**config.mk**
```make
export PLATFORM = sky130hd
export DESIGN_NAME = rv32i_ctrl_fsm_flat
export DESIGN_NICKNAME = d
export VERILOG_FILES = /design/src/rtl/rv32i_ctrl_fsm_if.sv /design/src/rtl/rv32i_ctrl_fsm.sv /design/src/flat_wrapper.sv
export SDC_FILE = /design/constraint.sdc
export NUM_CORES = 1
export LEC_CHECK = 0
export BUFFER_PORTS_ARGS = -buffer_cell sky130_fd_sc_hd__buf_2
export CORE_ASPECT_RATIO = 2
export CORE_MARGIN = 2
export CORE_UTILIZATION = 35
export CTS_CLUSTER_DIAMETER = 60
export DETAILED_ROUTE_END_ITERATION = 12
export MAX_ROUTING_LAYER = met4
export PLACE_DENSITY = 0.54
export REMOVE_ABC_BUFFERS = 1
export SYNTH_ARGS = -nofsm -noshare
export SYNTH_HDL_FRONTEND = slang
export SYNTH_SLANG_ARGS = --single-unit
```
**constraint.sdc**
```tcl
create_clock -name clk -period 3 [get_ports clk]
set_input_delay 0.15 -clock clk [delete_from_list [all_inputs] [get_ports clk]]
set_output_delay 0.15 -clock clk [all_outputs]
set_load 0.01 [all_outputs]
```
**src/rtl/rv32i_ctrl_fsm_if.sv**
```systemverilog
// Memory request channel between the RV32I control sequencer and the shared
// instruction/data memory port.
interface rv32i_ctrl_fsm_if;
    // mem_req/mem_we/mem_addr_sel/mem_size are held stable while mem_req is high
    // until mem_ready is sampled high on a rising edge. That edge completes the
    // transfer. mem_ready has no meaning while mem_req is low.
    logic       mem_req;
    logic       mem_we;
    logic       mem_addr_sel;
    logic [1:0] mem_size;
    logic       mem_ready;

    modport master (
        output mem_req,
        output mem_we,
        output mem_addr_sel,
        output mem_size,
        input  mem_ready
    );

    modport slave (
        input  mem_req,
        input  mem_we,
        input  mem_addr_sel,
        input  mem_size,
        output mem_ready
    );
endinterface

```
**src/rtl/rv32i_ctrl_fsm.sv**
```systemverilog
// Multi-cycle control sequencer for the RV32I core. Walks FETCH/DECODE/EXEC/MEM/WB
// with one instruction in flight, and traps on illegal opcodes or stalled memory.
module rv32i_ctrl_fsm #(
    parameter int MEM_TIMEOUT = 255,
    parameter int INSTRET_W   = 32
) (
    input  logic                 clk,
    input  logic                 rst_n,
    input  logic [6:0]           opcode,
    input  logic [2:0]           funct3,
    input  logic                 br_taken,
    rv32i_ctrl_fsm_if.master     mem,
    output logic                 ir_we,
    output logic                 mdr_we,
    output logic                 pc_we,
    output logic [1:0]           pc_sel,
    output logic [1:0]           alu_a_sel,
    output logic                 alu_b_sel,
    output logic                 rf_we,
    output logic [1:0]           wb_sel,
    output logic [2:0]           state,
    output logic                 trap,
    output logic [INSTRET_W-1:0] instret
);
    typedef enum logic [2:0] {
        S_IDLE   = 3'd0,
        S_FETCH  = 3'd1,
        S_DECODE = 3'd2,
        S_EXEC   = 3'd3,
        S_MEM    = 3'd4,
        S_WB     = 3'd5,
        S_TRAP   = 3'd7
    } state_t;

    localparam logic [6:0] OPC_LOAD   = 7'b0000011;
    localparam logic [6:0] OPC_STORE  = 7'b0100011;
    localparam logic [6:0] OPC_OPIMM  = 7'b0010011;
    localparam logic [6:0] OPC_OP     = 7'b0110011;
    localparam logic [6:0] OPC_BRANCH = 7'b1100011;
    localparam logic [6:0] OPC_JAL    = 7'b1101111;
    localparam logic [6:0] OPC_JALR   = 7'b1100111;
    localparam logic [6:0] OPC_LUI    = 7'b0110111;
    localparam logic [6:0] OPC_AUIPC  = 7'b0010111;

    // The watchdog only ever needs to hold values up to MEM_TIMEOUT-1.
    localparam int               WD_W    = (MEM_TIMEOUT < 2) ? 1 : $clog2(MEM_TIMEOUT);
    localparam logic [WD_W-1:0]  WD_LAST = WD_W'(MEM_TIMEOUT - 1);

    state_t          st, st_d;
    logic [WD_W-1:0] wd;
    logic            mem_req_q, mem_we_q, mem_addr_sel_q;
    logic [1:0]      mem_size_q;
    logic            pc_we_q, rf_we_q;
    logic [1:0]      pc_sel_q, wb_sel_q;
    logic            is_load, is_store, is_op, is_branch, is_jal, is_jalr, is_lui, is_auipc;
    logic            legal, mem_phase, wd_expire, retire;
    logic            unused_funct3;

    assign unused_funct3 = funct3[2];

    assign is_load   = (opcode == OPC_LOAD);
    assign is_store  = (opcode == OPC_STORE);
    assign is_op     = (opcode == OPC_OP);
    assign is_branch = (opcode == OPC_BRANCH);
    assign is_jal    = (opcode == OPC_JAL);
    assign is_jalr   = (opcode == OPC_JALR);
    assign is_lui    = (opcode == OPC_LUI);
    assign is_auipc  = (opcode == OPC_AUIPC);
    assign legal     = is_load | is_store | is_op | is_branch | is_jal | is_jalr |
                       is_lui | is_auipc | (opcode == OPC_OPIMM);

    always_comb begin
        st_d      = st;
        mem_phase = (st == S_FETCH) || (st == S_MEM);
        // A completing transfer in the limit cycle beats the watchdog.
        wd_expire = mem_phase && !mem.mem_ready && (wd == WD_LAST);
        retire    = 1'b0;
        case (st)
            S_IDLE:   st_d = S_FETCH;
            S_FETCH:  if (mem.mem_ready) st_d = S_DECODE;
                      else if (wd_expire) st_d = S_TRAP;
            S_DECODE: st_d = legal ? S_EXEC : S_TRAP;
            S_EXEC: begin
                if (is_load || is_store) begin
                    st_d = S_MEM;
                end else if (is_branch || is_jal || is_jalr) begin
                    st_d   = S_FETCH;
                    retire = 1'b1;
                end else begin
                    st_d = S_WB;
                end
            end
            S_MEM: begin
                if (mem.mem_ready) begin
                    st_d   = is_load ? S_WB : S_FETCH;
                    retire = is_store;
                end else if (wd_expire) begin
                    st_d = S_TRAP;
                end
            end
            S_WB: begin
                st_d   = S_FETCH;
                retire = 1'b1;
            end
            S_TRAP:   st_d = S_TRAP;
            default:  st_d = S_TRAP;
        endcase
    end

    // Moore outputs are registered from the next state, so they are valid for the
    // whole cycle the state is occupied and stay frozen while a request stalls.
    always_ff @(posedge clk or negedge rst_n) begin
        if (!rst_n) begin
            st             <= S_IDLE;
            wd             <= '0;
            instret        <= '0;
            trap           <= 1'b0;
            mem_req_q      <= 1'b0;
            mem_we_q       <= 1'b0;
            mem_addr_sel_q <= 1'b0;
            mem_size_q     <= 2'b00;
            pc_we_q        <= 1'b0;
            pc_sel_q       <= 2'b00;
            rf_we_q        <= 1'b0;
            wb_sel_q       <= 2'b00;
            alu_a_sel      <= 2'b00;
            alu_b_sel      <= 1'b0;
        end else begin
            st <= st_d;
            if ((st_d == S_FETCH || st_d == S_MEM) && st_d != st) begin
                wd <= '0;
            end else if (mem_phase && !mem.mem_ready) begin
                wd <= wd + 1'b1;
            end
            if (retire) instret <= instret + 1'b1;
            if (st_d == S_TRAP) trap <= 1'b1;

            mem_req_q      <= (st_d == S_FETCH) || (st_d == S_MEM);
            mem_addr_sel_q <= (st_d == S_MEM);
            mem_we_q       <= (st_d == S_MEM) && is_store;
            mem_size_q     <= (st_d == S_MEM) ? funct3[1:0] : 2'b00;
            rf_we_q        <= (st_d == S_WB) || ((st_d == S_EXEC) && (is_jal || is_jalr));
            pc_we_q        <= (st_d == S_WB) ||
                              ((st_d == S_EXEC) && (is_branch || is_jal || is_jalr));
            if (st_d == S_WB)                    wb_sel_q <= is_load ? 2'b01 : 2'b00;
            else if (st_d == S_EXEC && (is_jal || is_jalr)) wb_sel_q <= 2'b10;
            else                                 wb_sel_q <= 2'b00;
            if (st_d == S_EXEC && is_jal)        pc_sel_q <= 2'b01;
            else if (st_d == S_EXEC && is_jalr)  pc_sel_q <= 2'b10;
            else                                 pc_sel_q <= 2'b00;

            if (st_d == S_EXEC) begin
                if (is_op) begin
                    alu_a_sel <= 2'b00;
                    alu_b_sel <= 1'b0;
                end else if (is_lui) begin
                    alu_a_sel <= 2'b10;
                    alu_b_sel <= 1'b1;
                end else if (is_auipc || is_branch || is_jal) begin
                    alu_a_sel <= 2'b01;
                    alu_b_sel <= 1'b1;
                end else begin
                    alu_a_sel <= 2'b00;
                    alu_b_sel <= 1'b1;
                end
            end
        end
    end

    assign mem.mem_req      = mem_req_q;
    assign mem.mem_we       = mem_we_q;
    assign mem.mem_addr_sel = mem_addr_sel_q;
    assign mem.mem_size     = mem_size_q;

    // Strobes that depend on this cycle's handshake or branch outcome.
    assign ir_we  = (st == S_FETCH) && mem.mem_ready;
    assign mdr_we = (st == S_MEM) && is_load && mem.mem_ready;
    assign pc_we  = pc_we_q || ((st == S_MEM) && is_store && mem.mem_ready);
    assign pc_sel = ((st == S_EXEC) && is_branch) ? {1'b0, br_taken} : pc_sel_q;
    assign rf_we  = rf_we_q;
    assign wb_sel = wb_sel_q;
    assign state  = st;
endmodule
```
**src/flat_wrapper.sv**
```systemverilog
// flat-port wrapper written by rule: the top's interface ports become plain ports
module rv32i_ctrl_fsm_flat 
#(
    parameter int MEM_TIMEOUT = 255,
    parameter int INSTRET_W   = 32
)
  (clk, rst_n, opcode, funct3, br_taken, ir_we, mdr_we, pc_we, pc_sel, alu_a_sel, alu_b_sel, rf_we, wb_sel, state, trap, instret, mem_mem_req, mem_mem_we, mem_mem_addr_sel, mem_mem_size, mem_mem_ready);
  rv32i_ctrl_fsm_if mem_i ();
  input  logic clk;
  input  logic rst_n;
  input  logic [6:0] opcode;
  input  logic [2:0] funct3;
  input  logic br_taken;
  output logic ir_we;
  output logic mdr_we;
  output logic pc_we;
  output logic [1:0] pc_sel;
  output logic [1:0] alu_a_sel;
  output logic alu_b_sel;
  output logic rf_we;
  output logic [1:0] wb_sel;
  output logic [2:0] state;
  output logic trap;
  output logic [INSTRET_W-1:0] instret;
  output wire logic [$bits(mem_i.mem_req)-1:0] mem_mem_req;
  output wire logic [$bits(mem_i.mem_we)-1:0] mem_mem_we;
  output wire logic [$bits(mem_i.mem_addr_sel)-1:0] mem_mem_addr_sel;
  output wire logic [$bits(mem_i.mem_size)-1:0] mem_mem_size;
  input wire logic [$bits(mem_i.mem_ready)-1:0] mem_mem_ready;
  assign mem_mem_req = mem_i.mem_req;
  assign mem_mem_we = mem_i.mem_we;
  assign mem_mem_addr_sel = mem_i.mem_addr_sel;
  assign mem_mem_size = mem_i.mem_size;
  assign mem_i.mem_ready = mem_mem_ready;
  rv32i_ctrl_fsm #(.MEM_TIMEOUT(MEM_TIMEOUT), .INSTRET_W(INSTRET_W)) u_core (.clk(clk), .rst_n(rst_n), .opcode(opcode), .funct3(funct3), .br_taken(br_taken), .mem(mem_i), .ir_we(ir_we), .mdr_we(mdr_we), .pc_we(pc_we), .pc_sel(pc_sel), .alu_a_sel(alu_a_sel), .alu_b_sel(alu_b_sel), .rf_we(rf_we), .wb_sel(wb_sel), .state(state), .trap(trap), .instret(instret));
endmodule
```
==> results of run 1 <==
-- per-layer routing --
metal  GRT usage, %  vias to the layer above
met2           29.8                       68
met1           17.2                     1160
met3           3.58                        9
met5              -                        -
met4           8.07                        0
li1               -                     1124
-- worst max-delay path by stage --
stage | slack [ns] | from | cells after the start | to
after CTS | 0.77 | u_core.state[0] | 5 | u_core.wd[1]
after floorplan | 0.86 | u_core.state[0] | 4 | u_core.instret[1]
after global routing | 0.60 | u_core.state[0] | 5 | u_core.wd[1]
final | 0.78 | u_core.state[0] | 5 | u_core.wd[1]
after detailed placement | 0.78 | u_core.state[0] | 5 | u_core.wd[1]
after global placement | 0.83 | u_core.state[0] | 5 | u_core.wd[1]
-- layout by cell type, fill, tap and decap left out, types with 3 or more instances in the layout --
| cell | synthesis | layout |
|---|---|---|
| and2_1 | 9 | 9 |
| nor3_1 | 8 | 8 |
| dfrtp_1 | 58 | 58 |
| nor3b_1 | 3 | 3 |
| nand2_1 | 21 | 21 |
| a21oi_1 | 10 | 10 |
| and3_1 | 7 | 7 |
| inv_1 | 6 | 6 |
| buf_2 | 4 | 64 |
| nor2_1 | 14 | 14 |
| nand2b_1 | 9 | 9 |
| nor4_1 | 3 | 3 |
| nor4b_2 | 11 | 11 |
| clkbuf_8 | 0 | 3 |
| nand4_1 | 11 | 11 |
| ha_1 | 3 | 3 |
| xor2_1 | 33 | 33 |
| nand3_1 | 11 | 11 |
| buf_4 | 2 | 5 |
| clkbuf_16 | 0 | 9 |
| xnor2_1 | 6 | 6 |
| mux2_2 | 5 | 5 |
-- power by group --
part | total [W] | switching, W | internal [W]
Clock | 0.000960 | 0.000337 | 0.000623
Sequential | 0.00102 | 0.000141 | 0.000876
Combinational | 0.000792 | 0.000469 | 0.000323
Total | 0.00277 | 0.000947 | 0.00182
-- logic make-up (layout without fill, tap and decap cells) --
group | after synthesis | in the layout | synth area share, %
flip-flops | 58 | 58 | 46.6
multiplexers | 6 | 6 | 2.13
AO/OA/AOI/OAI | 24 | 24 | 6.43
XOR/XNOR | 39 | 39 | 11.0
adder cells (fa/ha/maj) | 4 | 4 | 1.53
buffers and inverters | 18 | 92 | 3.30
AND/OR/NAND/NOR | 129 | 129 | 29.0
-- worst max-delay path, delay by kind of cell, from the launching register on --
kind / cells / cell delay (ns)
flip-flops: 1 / 0.65
AO/OA/AOI/OAI: 2 / 0.60
AND/OR/NAND/NOR: 2 / 0.49
XOR/XNOR: 1 / 0.38
-- flip-flops by register name (all words and copies together), names as in the netlist, 2 cells and up --
register / cells
u_core.alu_a_sel: 2
u_core.wd: 8
u_core.pc_sel_q: 2
u_core.state: 3
u_core.wb_sel: 2
u_core.mem.mem_size: 2
u_core.instret: 32
-- cell type report --
cell class	instances	area [um2]	share of cell area, %
clock inverter	2	10.0	0.263
clock buffer	14	274	7.19
tap	100	125	3.29
timing repair buffer	70	368	9.66
sequential	58	1450	38.1
multi-input combinational	202	1560	40.9
inverter	6	22.5	0.591
-- stage by stage --
step	hold WS, ns	total power, W	setup WS (ns)	utilization, %	cell area [um2]
3_5_place_dp	0.0153	0.00183	0.778	40.6	3510
5_1_grt	0.0507	0.00294	0.604	44.0	3810
2_1_floorplan	-0.146	0.00152	0.862	-	3030
3_3_place_gp	0.0196	0.00182	0.826	40.6	3510
6_report	0.0604	0.00277	0.784	44.0	3810
4_1_cts	0.0488	0.00281	0.765	44.0	3810
==> flow_metrics.env, run 1 <==
export IMPL_cts_hold_repair_buffers=1
export IMPL_pwr_density_cell_nw_per_um2=727
export IMPL_rsz0062_at_grt="no"
export IMPL_nFillCells=856
export IMPL_fin_cells=452
export IMPL_ys_ff_latch=58
export IMPL_maxCapViolations=0
export IMPL_synth_most_common_cell="dfrtp_1"
export IMPL_status="finished clean"
export IMPL_slowest_stage="dfrtp_1"
export IMPL_synth_edf_count=0
export IMPL_finalClockSkew_ns=0.00635
export IMPL_tightestPinTransition_ns=0.597
export IMPL_gp_congestion=0.817
export IMPL_num_vias=2361
export IMPL_min_path_type="input port to flop"
export IMPL_start_util_pct=36.0
export IMPL_hold_end="u_core.mem.mem_size[1]"
export IMPL_wirelength_um=7230
export IMPL_netlist_top_cells_area="dfrtp_1, xor2_1, nor4b_2"
export IMPL_cpPeakStageDelay_ns=0.65
export IMPL_die_area_um2=9710
export IMPL_wl_met3_um=297
export IMPL_finalCriticalPeriod_ns=2.22
export IMPL_end_kind="flop"
export IMPL_cts_sinks=58
export IMPL_max_vdd_ir_drop_mv=0.401
export IMPL_route_detailed_drc=0
export IMPL_grt_pass1_vias=2467
export IMPL_placed_cells=435
export IMPL_wire_per_inst_um=16.0
export IMPL_cp_required_ns=3.23
export IMPL_yosys_warnings=0
export IMPL_start_kind="flop"
export IMPL_r2r_end="u_core.wd[1]"
export IMPL_syn_area_per_cell_um2=11.2
export IMPL_drtPass1Iterations=4
export IMPL_num_rows=48
export IMPL_synthCells=278
export IMPL_grt_pass1_wl_um=12300
export IMPL_leakagePower_nw=2.00
export IMPL_clk_path_buf_depth=2
export IMPL_cts_repair_resized=0
export IMPL_worstPathMaxFanout=13
export IMPL_cts_setup_buffers=0
export IMPL_hold_path_depth=2
export IMPL_fin_tns_setup_ns=0
export IMPL_netlist_top_cells_count="dfrtp_1, xor2_1, nand2_1"
export IMPL_antenna_cells=0
export IMPL_yosys_area_top_type="dfrtp_1"
export IMPL_cts_htree_levels=3
export IMPL_synthArstFlopShare_pct=100
export IMPL_grt_total_usage_pct=16.7
export IMPL_floorplan_io_pins=66
export IMPL_reg2reg_slack_ns=0.78
export IMPL_cp_arrival_ns=2.44
export IMPL_crit_chain="xor2_1 -> nand4b_2 -> and3_4 -> a31o_1 -> a221oi_4"
export IMPL_setup_viol=0
export IMPL_m1WireLength_um=2830
export IMPL_grt_overflow=0
export IMPL_clkTransAtPathRegs_ns=0.05
export IMPL_clk_latency_ns=0.32
export IMPL_min_period_over_period_pct=73.9
export IMPL_layout_nets=364
export IMPL_grt_max_degree=33
export IMPL_dieWidth_um=70.7
export IMPL_core_area_um2=8650
export IMPL_dr_max_layer_used="met4"
export IMPL_slew_violations=0
export IMPL_critPathKind="flop to flop"
export IMPL_tritoncts="built"
export IMPL_ant_nets=0
export IMPL_fmax_mhz=451
export IMPL_drtIter0Drc=110
export IMPL_rr_startpoint="u_core.state[0]"
export IMPL_cts_root_buf="clkbuf_16"
export IMPL_relSlewSlack_pct=59.8
export IMPL_r2r_cells=5
export IMPL_syn_cell_area_um2=3110
export IMPL_viasPerCell=5.22
export IMPL_syn_to_final_growth_pct=22.4
export IMPL_post_dp_hpwl_um=5300
export IMPL_seq_area_frac_synth_pct=46.6
export IMPL_synthFlopType="dfrtp_1"
export IMPL_die_h_um=137
export IMPL_numCtsBuffers=9
export IMPL_hold_viol=0
export IMPL_antenna_found_initial=0
export IMPL_synth_top_area_share_pct=46.6
export IMPL_min_from="funct3[1]"
export IMPL_routed_wl_met2_um=3970
export IMPL_drive_gt1_share_pct=32.1
export IMPL_portBuffers=64
export IMPL_yosysUniqueCellTypes=52
Power figures use the tool's default switching activity.
==> run 2: changes to the inputs <==
--- a/config.mk
+++ b/config.mk
@@ -5,6 +5,7 @@
 export SDC_FILE = /design/constraint.sdc
 export NUM_CORES = 1
 export LEC_CHECK = 0
+export ABC_AREA = 1
 export BUFFER_PORTS_ARGS = -buffer_cell sky130_fd_sc_hd__buf_2
 export CORE_ASPECT_RATIO = 2
 export CORE_MARGIN = 2
@@ -12,7 +13,7 @@
 export CTS_CLUSTER_DIAMETER = 60
 export DETAILED_ROUTE_END_ITERATION = 12
 export MAX_ROUTING_LAYER = met4
-export PLACE_DENSITY = 0.54
+export PLACE_DENSITY = 0.56
 export REMOVE_ABC_BUFFERS = 1
 export SYNTH_ARGS = -nofsm -noshare
 export SYNTH_HDL_FRONTEND = slang
==> constraint.sdc (replaced) <==
create_clock -name clk -period 1.78 [get_ports clk]
set_input_delay 0.089 -clock clk [delete_from_list [all_inputs] [get_ports clk]]
set_output_delay 0.089 -clock clk [all_outputs]
set_load 0.01 [all_outputs]
==> run 2 against run 1 <==
  * The run now ends with negative setup slack left
  * Global-route usage up 4.9 points
  * Clock power up 110%
  * Wire length up 46%
  * Setup slack worse by 0.85 ns
  * Die area up 5.8%
  * Utilization up 7.2 points
  * Sequential share of layout area down 7.4 points
  * Flip-flop and latch count unchanged
  * Register-to-register slack worse by 0.83 ns
  * Clock skew up 0.0017 ns
  * Total power rose to 2.6 times the previous value
==> flow_metrics.env, run 2 <==
export IMPL_largest_register_ffs=32
export IMPL_seq_area_frac_synth_pct=44.0
export IMPL_ant_nets=0
export IMPL_grt_pass1_vias=3331
export IMPL_violations="negative setup slack"
export IMPL_relSlewSlack_pct=71.7
export IMPL_netlist_top_cells_count="nand2_1, dfrtp_1, nor2_1"
export IMPL_rsz0062_at_grt="yes"
export IMPL_drive_gt1_share_pct=35.1
export IMPL_clk_path_buf_depth=2
export IMPL_nFillCells=928
export IMPL_die_h_um=141
export IMPL_antenna_found_initial=0
export IMPL_syn_area_per_cell_um2=7.88
export IMPL_start_util_pct=35.6
export IMPL_setup_viol=9
export IMPL_min_path_type="input port to flop"
export IMPL_fin_tns_setup_ns=-0.283
export IMPL_pwr_density_cell_nw_per_um2=1510
export IMPL_worstPathMaxFanout=6
export IMPL_hold_viol=0
export IMPL_grt_pass1_wl_um=16000
export IMPL_netlist_top_cells_area="dfrtp_1, nand2_1, xor2_1"
export IMPL_syn_cell_area_um2=3300
export IMPL_synth_top_area_share_pct=44.0
export IMPL_synth_most_common_cell="nand2_1"
export IMPL_antenna_cells=0
export IMPL_start_kind="flop"
export IMPL_status="complete, but fails checks"
export IMPL_finalCriticalPeriod_ns=1.84
export IMPL_grt_max_degree=59
export IMPL_grt_total_usage_pct=21.6
export IMPL_cp_required_ns=1.69
export IMPL_yosysUniqueCellTypes=37
export IMPL_cts_sinks=58
export IMPL_tightestPinTransition_ns=0.422
export IMPL_drtIter0Drc=153
export IMPL_core_area_um2=9260
export IMPL_wire_per_inst_um=16.0
export IMPL_syn_to_final_growth_pct=43.6
export IMPL_wirelength_um=10500
export IMPL_use_met2_pct=40.5
export IMPL_cpPeakStageDelay_ns=0.44
export IMPL_cp_arrival_ns=1.75
export IMPL_num_rows=50
export IMPL_fmax_mhz=543
export IMPL_yosys_area_top_type="dfrtp_1"
export IMPL_grt_overflow=0
export IMPL_final_common_cell="nand2_1"
export IMPL_slew_violations=0
export IMPL_leakagePower_nw=2.41
export IMPL_num_vias=3294
export IMPL_min_period_over_period_pct=103
export IMPL_slowest_stage="dfrtp_2"
export IMPL_finalClockSkew_ns=0.00806
export IMPL_numCtsBuffers=9
export IMPL_grt_busiest_layer="met2"
export IMPL_synthFlopType="dfrtp_1"
export IMPL_layout_nets=565
export IMPL_crit_chain="buf_6 -> nor3_4 -> buf_4 -> nand3_2 -> mux2_2 -> buf_6"
export IMPL_floorplan_io_pins=66
export IMPL_ys_ff_latch=58
export IMPL_placed_cells=624
export IMPL_synth_edf_count=0
export IMPL_cts_root_buf="clkbuf_16"
export IMPL_viasPerCell=5.01
export IMPL_gp_congestion=0.930
export IMPL_cts_htree_levels=3
export IMPL_grt_use_met3_pct=4.33
export IMPL_layout_common_cells="nand2_1, buf_2, dfrtp_1"
export IMPL_clk_latency_ns=0.33
export IMPL_yosys_warnings=0
export IMPL_maxCapViolations=0
export IMPL_die_area_um2=10300
export IMPL_route_detailed_drc=0
export IMPL_setup_ws_ns=-0.0621
export IMPL_clkTransAtPathRegs_ns=0.05
export IMPL_dieWidth_um=72.7
export IMPL_met1_usage_pct=18.3
export IMPL_portBuffers=64
export IMPL_crit_family="flip-flops"
export IMPL_crit_top_cell="buf_6"
export IMPL_path_buf_inv=3
export IMPL_end_kind="primary output"
export IMPL_drtPass1Iterations=4
export IMPL_tritoncts="built"
export IMPL_regMostFlops="u_core.instret"
export IMPL_synthCells=419
export IMPL_post_dp_hpwl_um=7920
export IMPL_synthArstFlopShare_pct=100
export IMPL_critPathKind="flop to primary output"
export IMPL_max_vdd_ir_drop_mv=0.915
export IMPL_fin_cells=657
==> run 2: cells by family (layout without fill, tap and decap cells) <==
logic type               count (synthesis)  after routing  synth area share [%]
buffers and inverters                   54            188                  6.52
adder cells (fa/ha/maj)                  3              3                  1.14
AND/OR/NAND/NOR                        239            239                  33.2
multiplexers                             1              1                 0.341
flip-flops                              58             58                  44.0
AO/OA/AOI/OAI                           26             26                  4.74
XOR/XNOR                                38             38                  10.1
==> run 2: final timing paths <==
check,startpoint,to,slack [ns],cells after the start
worst max-delay path,u_core.state[2],pc_sel[0],-0.06,6
worst min-delay path,opcode[5],u_core.alu_a_sel[1],0.09,3
worst max register to register,u_core.state[1],u_core.wd[0],-0.05,13
worst min register to register,u_core.trap,u_core.trap,0.46,1
max in group asynchronous,rst_n,u_core.state[1],1.20,3
min in group asynchronous,rst_n,u_core.instret[25],0.30,3
==> run 2: layout make-up <==
cell class	count	area [um2]	share of cell area (%)
sequential	58	1450	30.7
multi-input combinational	307	1790	37.7
timing repair buffer	124	846	17.8
clock inverter	5	103	2.16
clock buffer	11	233	4.91
inverter	48	189	3.99
tap	104	130	2.74
==> run 2: metal layers <==
layer / wire length [um] / up-vias
li1: - / 1597
met1: 3360 / 1573
met2: 6220 / 91
met3: 370 / 33
met4: 564 / 0
met5: 0 / -
==> run 2: worst register-to-register path, delay by kind of cell, from the launching register on <==
| family | cells | cell delay [ns] |
|---|---|---|
| and+or+nand+nor | 12 | 1.12 |
| buffers and inverters | 1 | 0.15 |
| DFF | 1 | 0.43 |
==> run 2: timing repair <==
item	CTS	global route
endpoints found under the setup margin	14	45
setup buffers	5	8
cloned	0	1
hold buffers	3	0
pin swaps	1	12
hold endpoints to repair	60	0
gates resized for setup	9	43
==> run 2: where the power goes <==
part	internal [W]	switching [W]	total (W)	leakage [nW]
clock network	0.00136	0.000622	0.00199	0.160
logic	0.00135	0.00185	0.00320	1.48
registers	0.00166	0.000312	0.00197	0.767
==> run 2: metrics by stage <==
stage | util, % | power [W] | hold WS, ns | setup WS [ns] | cell area [um2]
floorplan | - | 0.00337 | -0.207 | -0.535 | 3270
global placement | 43.9 | 0.00463 | 0.120 | -0.0179 | 4060
detailed placement | 43.9 | 0.00466 | 0.125 | -0.0425 | 4060
CTS | 48.6 | 0.00680 | 0.0913 | -0.0410 | 4500
global route | 51.2 | 0.00760 | 0.0957 | -0.171 | 4740
finish | 51.2 | 0.00715 | 0.0909 | -0.0621 | 4740
